## src/rtl/led_display_pkg.sv

```systemverilog
// Shared definitions for the multiplexed 7-segment scanner: active-low glyphs,
// scan state type and the hex-to-segment decode used by the digit decoder.
package led_display_pkg;

    // Segment order is {a,b,c,d,e,f,g}; a 0 lights the segment.
    localparam logic [6:0] SEG_0     = 7'h01;
    localparam logic [6:0] SEG_1     = 7'h4F;
    localparam logic [6:0] SEG_2     = 7'h12;
    localparam logic [6:0] SEG_3     = 7'h06;
    localparam logic [6:0] SEG_4     = 7'h4C;
    localparam logic [6:0] SEG_5     = 7'h24;
    localparam logic [6:0] SEG_6     = 7'h20;
    localparam logic [6:0] SEG_7     = 7'h0F;
    localparam logic [6:0] SEG_8     = 7'h00;
    localparam logic [6:0] SEG_9     = 7'h04;
    localparam logic [6:0] SEG_A     = 7'h08;
    localparam logic [6:0] SEG_B     = 7'h60;
    localparam logic [6:0] SEG_C     = 7'h31;
    localparam logic [6:0] SEG_D     = 7'h42;
    localparam logic [6:0] SEG_E     = 7'h30;
    localparam logic [6:0] SEG_F     = 7'h38;
    localparam logic [6:0] SEG_BLANK = 7'h7F;

    typedef enum logic {
        BLANK = 1'b0,
        ON    = 1'b1
    } scan_state_t;

    function automatic logic [6:0] hex_to_seg7(input logic [3:0] nibble);
        logic [6:0] glyph;
        glyph = SEG_BLANK;
        case (nibble)
            4'h0: glyph = SEG_0;
            4'h1: glyph = SEG_1;
            4'h2: glyph = SEG_2;
            4'h3: glyph = SEG_3;
            4'h4: glyph = SEG_4;
            4'h5: glyph = SEG_5;
            4'h6: glyph = SEG_6;
            4'h7: glyph = SEG_7;
            4'h8: glyph = SEG_8;
            4'h9: glyph = SEG_9;
            4'hA: glyph = SEG_A;
            4'hB: glyph = SEG_B;
            4'hC: glyph = SEG_C;
            4'hD: glyph = SEG_D;
            4'hE: glyph = SEG_E;
            4'hF: glyph = SEG_F;
        endcase
        return glyph;
    endfunction

endpackage

```

## src/rtl/seg7_hex_decoder.sv

```systemverilog
// Combinational hex nibble to active-low 7-segment glyph.
module seg7_hex_decoder
    import led_display_pkg::*;
(
    input  logic [3:0] nibble,
    output logic [6:0] seg
);

    assign seg = hex_to_seg7(nibble);

endmodule

```

## src/rtl/multi_digit_led_scanner.sv

```systemverilog
// Time-multiplexed N-digit common-anode 7-segment driver with blanking gaps,
// per-frame snapshot of the display word and optional leading-zero suppression.
//
//   state | meaning
//   BLANK | all anodes off for BLANK_CYCLES before the digit at idx
//   ON    | anode idx lit for ON_CYCLES with the snapshot glyph
module multi_digit_led_scanner
    import led_display_pkg::*;
#(
    parameter int N_DIGITS     = 4,
    parameter int ON_CYCLES    = 1000,
    parameter int BLANK_CYCLES = 16,
    parameter int LZ_SUPPRESS  = 0
) (
    input  logic                  clk,
    input  logic                  reset,
    input  logic                  en,
    input  logic [4*N_DIGITS-1:0] value,
    input  logic [N_DIGITS-1:0]   dp_mask,
    output logic [N_DIGITS-1:0]   an,
    output logic [6:0]            seg,
    output logic                  dp,
    output logic                  frame_done
);

    localparam int MAX_CYC = (ON_CYCLES > BLANK_CYCLES) ? ON_CYCLES : BLANK_CYCLES;
    localparam int CNT_W   = (MAX_CYC > 1) ? $clog2(MAX_CYC) : 1;
    localparam int IDX_W   = (N_DIGITS > 1) ? $clog2(N_DIGITS) : 1;

    localparam logic [CNT_W-1:0] ON_LAST    = CNT_W'(ON_CYCLES - 1);
    localparam logic [CNT_W-1:0] BLANK_LAST = CNT_W'(BLANK_CYCLES - 1);
    localparam logic [IDX_W-1:0] IDX_TOP    = IDX_W'(N_DIGITS - 1);

    scan_state_t           state_q, state_d;
    logic [IDX_W-1:0]      idx_q, idx_d;
    logic [CNT_W-1:0]      cnt_q, cnt_d;
    logic [4*N_DIGITS-1:0] snap_q, snap_d;
    logic [N_DIGITS-1:0]   snap_dp_q, snap_dp_d;
    logic                  frame_start;
    logic [3:0]            digit_nibble;
    logic [6:0]            digit_glyph;
    logic [N_DIGITS-1:0]   lead_zero;
    logic                  lz_blank;

    assign frame_start = (state_q == BLANK) && (idx_q == IDX_TOP) && (cnt_q == '0);

    always_comb begin
        state_d   = state_q;
        idx_d     = idx_q;
        cnt_d     = cnt_q;
        snap_d    = snap_q;
        snap_dp_d = snap_dp_q;

        if (!en || frame_start) begin
            snap_d    = value;
            snap_dp_d = dp_mask;
        end

        if (!en) begin
            state_d = BLANK;
            idx_d   = IDX_TOP;
            cnt_d   = '0;
        end else begin
            case (state_q)
                BLANK: begin
                    if (cnt_q == BLANK_LAST) begin
                        state_d = ON;
                        cnt_d   = '0;
                    end else begin
                        cnt_d = cnt_q + 1'b1;
                    end
                end
                ON: begin
                    if (cnt_q == ON_LAST) begin
                        state_d = BLANK;
                        cnt_d   = '0;
                        idx_d   = (idx_q == '0) ? IDX_TOP : idx_q - 1'b1;
                    end else begin
                        cnt_d = cnt_q + 1'b1;
                    end
                end
                default: begin
                    state_d = BLANK;
                    cnt_d   = '0;
                end
            endcase
        end
    end

    // Outputs are computed from the next-state view so pins and state move together.
    assign digit_nibble = snap_d[{idx_d, 2'b00} +: 4];

    seg7_hex_decoder u_decoder (
        .nibble (digit_nibble),
        .seg    (digit_glyph)
    );

    // lead_zero[k]: nibbles k..N_DIGITS-1 of the upcoming snapshot are all zero.
    always_comb begin
        logic run_zero;
        run_zero  = 1'b1;
        lead_zero = '0;
        for (int k = N_DIGITS - 1; k >= 0; k--) begin
            run_zero     = run_zero && (snap_d[4*k +: 4] == 4'h0);
            lead_zero[k] = run_zero;
        end
    end

    assign lz_blank = (LZ_SUPPRESS != 0) && (idx_d != '0) && lead_zero[idx_d];

    always_ff @(posedge clk) begin
        if (reset) begin
            state_q    <= BLANK;
            idx_q      <= IDX_TOP;
            cnt_q      <= '0;
            snap_q     <= '0;
            snap_dp_q  <= '0;
            an         <= '1;
            seg        <= SEG_BLANK;
            dp         <= 1'b1;
            frame_done <= 1'b0;
        end else begin
            state_q   <= state_d;
            idx_q     <= idx_d;
            cnt_q     <= cnt_d;
            snap_q    <= snap_d;
            snap_dp_q <= snap_dp_d;
            if (state_d == ON) begin
                an  <= ~(N_DIGITS'(1) << idx_d);
                seg <= lz_blank ? SEG_BLANK : digit_glyph;
                dp  <= ~snap_dp_d[idx_d];
            end else begin
                an  <= '1;
                seg <= SEG_BLANK;
                dp  <= 1'b1;
            end
            frame_done <= (state_d == ON) && (idx_d == '0) && (cnt_d == ON_LAST);
        end
    end

endmodule

```

## config.mk

```make
export PLATFORM = sky130hd
export DESIGN_NAME = multi_digit_led_scanner
export DESIGN_NICKNAME = d
export VERILOG_FILES = /design/src/rtl/led_display_pkg.sv /design/src/rtl/seg7_hex_decoder.sv /design/src/rtl/multi_digit_led_scanner.sv
export SDC_FILE = /design/constraint.sdc
export NUM_CORES = 1
export LEC_CHECK = 0
export BUFFER_PORTS_ARGS = -buffer_cell sky130_fd_sc_hd__buf_2
export CORE_UTILIZATION = 35
export CTS_CLUSTER_DIAMETER = 50
export DETAILED_ROUTE_END_ITERATION = 8
export GPL_TIMING_DRIVEN = 0
export PLACE_DENSITY = 0.56
export SYNTH_ARGS = -nofsm -noshare
export SYNTH_HDL_FRONTEND = slang
export SYNTH_SLANG_ARGS = --single-unit
```

## constraint.sdc

```tcl
create_clock -name clk -period 7.66 [get_ports clk]
set_input_delay 0 -clock clk [delete_from_list [all_inputs] [get_ports clk]]
set_output_delay 0 -clock clk [all_outputs]
set_load 0.01 [all_outputs]
```

==> impl_metrics.toml <==
[floorplan]
die_area_sq_um = 7257
die_h_um = 85.19
core-area_sq_um = 6531
io_pins = 36
start_util_pct = 37.09
die_w_um = 85.19
core.rowCount = 29

[cells_and_area]
postLayoutCoreUtil_pct = 45.59
areaGrowthSynthToFinish_pct = 22.93
final_common_cell = "dfxtp_1"
antenna_cells = 0
nets = 376
drive_gt1_share_pct = 18.08
stdcell_count = 420
most-common-layout-cells = "46 x dfxtp_1, 45 x nand2_1, 36 x buf_2"
fin_area_sq_um = 2978

[sta]
hold_viol_final = 0
relSlewSlack_pct = 44.58
clock_skew_ns = 0.007536
fmax_mhz = 262.0
setup_violations = 0
holdWs_ns = 0.1588
drv_slew = 0
layout_min_cycle_time_ns = 3.817
setup_tns_ns = 0
rsz0062_at_grt = "false"
period_share_pct = 49.83
tightest_slew_ns = 0.8204

[placement]
dpl_cell_area_sq_um = 2689
gp_congestion = 0.7813
dp.cells = 392
port_buffers = 34
dp_hpwl_um = 4397

[yosys]
synth-compound-area-share_pct = 18.70
yosys.area.top_type = "dfxtp_1"
ys_types = 59
synth_edf_count = 0
yosys-top-cells-area = "dfxtp_1 38%, nand2_1 7.0%, mux2i_1 5.8%"
synth_top_area_share_pct = 38.02
synthSimpleGateAreaFrac_pct = 24.23
synth_area_sq_um = 2422
synth_top_family_by_area = "simple AND/OR/NAND/NOR gates"
synth-adder-area-share_pct = 5.165
synthXorXnorAreaFrac_pct = 2.893
ys.warnings.count = 0
synthMuxAreaShare_pct = 6.250
syn_nets = 314
synth_ff_type = "dfxtp_1"
synthCells = 281
avgSynthCellArea_sq_um = 8.620
synthArstFlopShare_pct = 0
ys_seq_area_share_pct = 38.02
synth-seq-cells = 46

[setup_path]
cp-start-kind = "register"
crit_arrival_ns = 4.01
cpMaxStageDelayCell = "mux2i_1"
crit_buf_inv = 2
cp.required_ns = 7.85
cp-end-kind = "register"
cpPeakStageDelay_ns = 0.51
cp_cell_sequence = "ha_1 -> nand4_1 -> nor3_2 -> mux2i_1 -> buf_4 -> clkbuf_1 -> nand4_1 -> o2111a_1 -> ha_1 -> and3_1 -> o21bai_1 -> a221o_1"
path_delay_family = "simple AND/OR/NAND/NOR gates"
worstSetupPathType = "register to register"
path_max_fanout = 10
reg2reg_setup_slack_ns = 3.84

[drt]
drtPass1Iterations = 4
vias = 2179
wl_met3_um = 314
drtAntennaViolNets = 0
drc = 0
routed_wirelength_um = 5877
drt_iter0_drc = 108
wire_per_inst_um = 13.99
met2WireLength_um = 2681
dr.max_layer_used = "met4"
viasPerCell = 5.188
wl_met1_um = 2788

[grt]
grt_pass1_wl_um = 10060
grt_max_degree = 14
grt_pass1_vias = 2099
overflow = 0
grt_antenna_before_repair = 0
track_usage_pct = 17.64

[cts]
clock_latency_ns = 0.30
cts_max_path_buffers = 2
post_cts_buffers = 0
cts_made_buffers = 5
htreeDepth = 2
cts.sinks = 46
cts_tree = "yes"
clkSlewWorstSetupHoldPaths_ns = 0.08
root_buffer = "clkbuf_8"

[flow_run]
maxCapViolCount = 0

[worst_hold_path]
min-delay-path-class = "primary input to register"

[power]
vdd.ir_drop.worst_mv = 0.1069
leakage_nw = 1.214
p_per_area_nw_per_um2 = 154.6

[outcome]
status = "finished clean"
final timing paths:
path | from | to | cells past startpoint
worst max register to register | cnt_q[0]$_SDFF_PP0_ | seg[1]$_SDFF_PP1_ | 12
worst max-delay path | cnt_q[0]$_SDFF_PP0_ | seg[1]$_SDFF_PP1_ | 12
worst min-delay path | en | cnt_q[8]$_SDFF_PP0_ | 4
worst min register to register | snap_q[3]$_SDFF_PP0_ | snap_q[3]$_SDFF_PP0_ | 2
power breakdown:
part | internal [mW] | switching [mW]
clock | 0.0614 | 0.0816
combinational | 0.0309 | 0.0359
sequential | 0.247 | 0.00403
cell type report:
class,instances,area (sq um)
sequential,46,920.9
clock inverter,2,10.01
buffer,15,81.33
multi-input combinational,211,1386
inverter,9,33.78
fill,669,3553
timing repair buffer,55,380.4
tap,77,96.34
clock buffer,5,68.82
metal layers:
metal  vias up  global-route usage (%)
met5         -                       0
met4         0                   6.934
met1       995                   22.34
li1       1114                       -
met3         7                   3.016
met2        63                   29.84
cells in the mapped netlist (all sizes together) (2+ instances only):
cell,number
o311ai,2
nor2,26
nor2b,4
xor2,6
or2,3
clkbuf,9
nor4,3
o21bai,2
nand3,12
inv,9
and3,2
nor3,11
or3,3
a21oi,21
and2,2
dfxtp,46
mux2i,14
buf,6
nand2,46
xnor2,2
a221o,3
a211oi,4
o2111a,2
nand4,4
o21ai,5
nand2b,3
a2111oi,3
o31ai,2
ha,10
registers in the layout (all words and copies together), names as in the netlist:
register	count
snap_q	16
dp	1
state_q	1
idx_q	2
snap_dp_q	4
seg	7
cnt_q	10
frame_done	1
an	4
worst reg2reg max path: stages (launching register included):
cell and delay, ns:
dfxtp_1 0.40, ha_1 0.24, nand4_1 0.20, nor3_2 0.32, mux2i_1 0.51, buf_4 0.30, clkbuf_1 0.41, nand4_1 0.15
o2111a_1 0.29, ha_1 0.24, and3_1 0.17, o21bai_1 0.16, a221o_1 0.30
cell families (layout without fill, tap and decap cells):
| family | count (synthesis) | count (layout) |
|---|---|---|
| mux | 15 | 15 |
| xor+xnor | 8 | 8 |
| fa+ha+maj | 10 | 10 |
| buf+inv | 24 | 86 |
| simple gates | 122 | 122 |
| compound gates | 56 | 56 |
| flops | 46 | 46 |
stage by stage:
stage | setup WS (ns) | power [mW]
after floorplan | 4.380 | 0.2960
after global placement | 3.860 | 0.3137
after detailed placement | 3.828 | 0.3147
after CTS | 3.805 | 0.4664
after global routing | 3.548 | 0.4821
final | 3.843 | 0.4604
what timing repair did:
item                                   4_1_cts  5_1_grt
endpoints found under the hold margin       24        0
resized for setup                            0        0
hold buffers                                21        0
No activity file was read; power rests on OpenSTA's default activity.
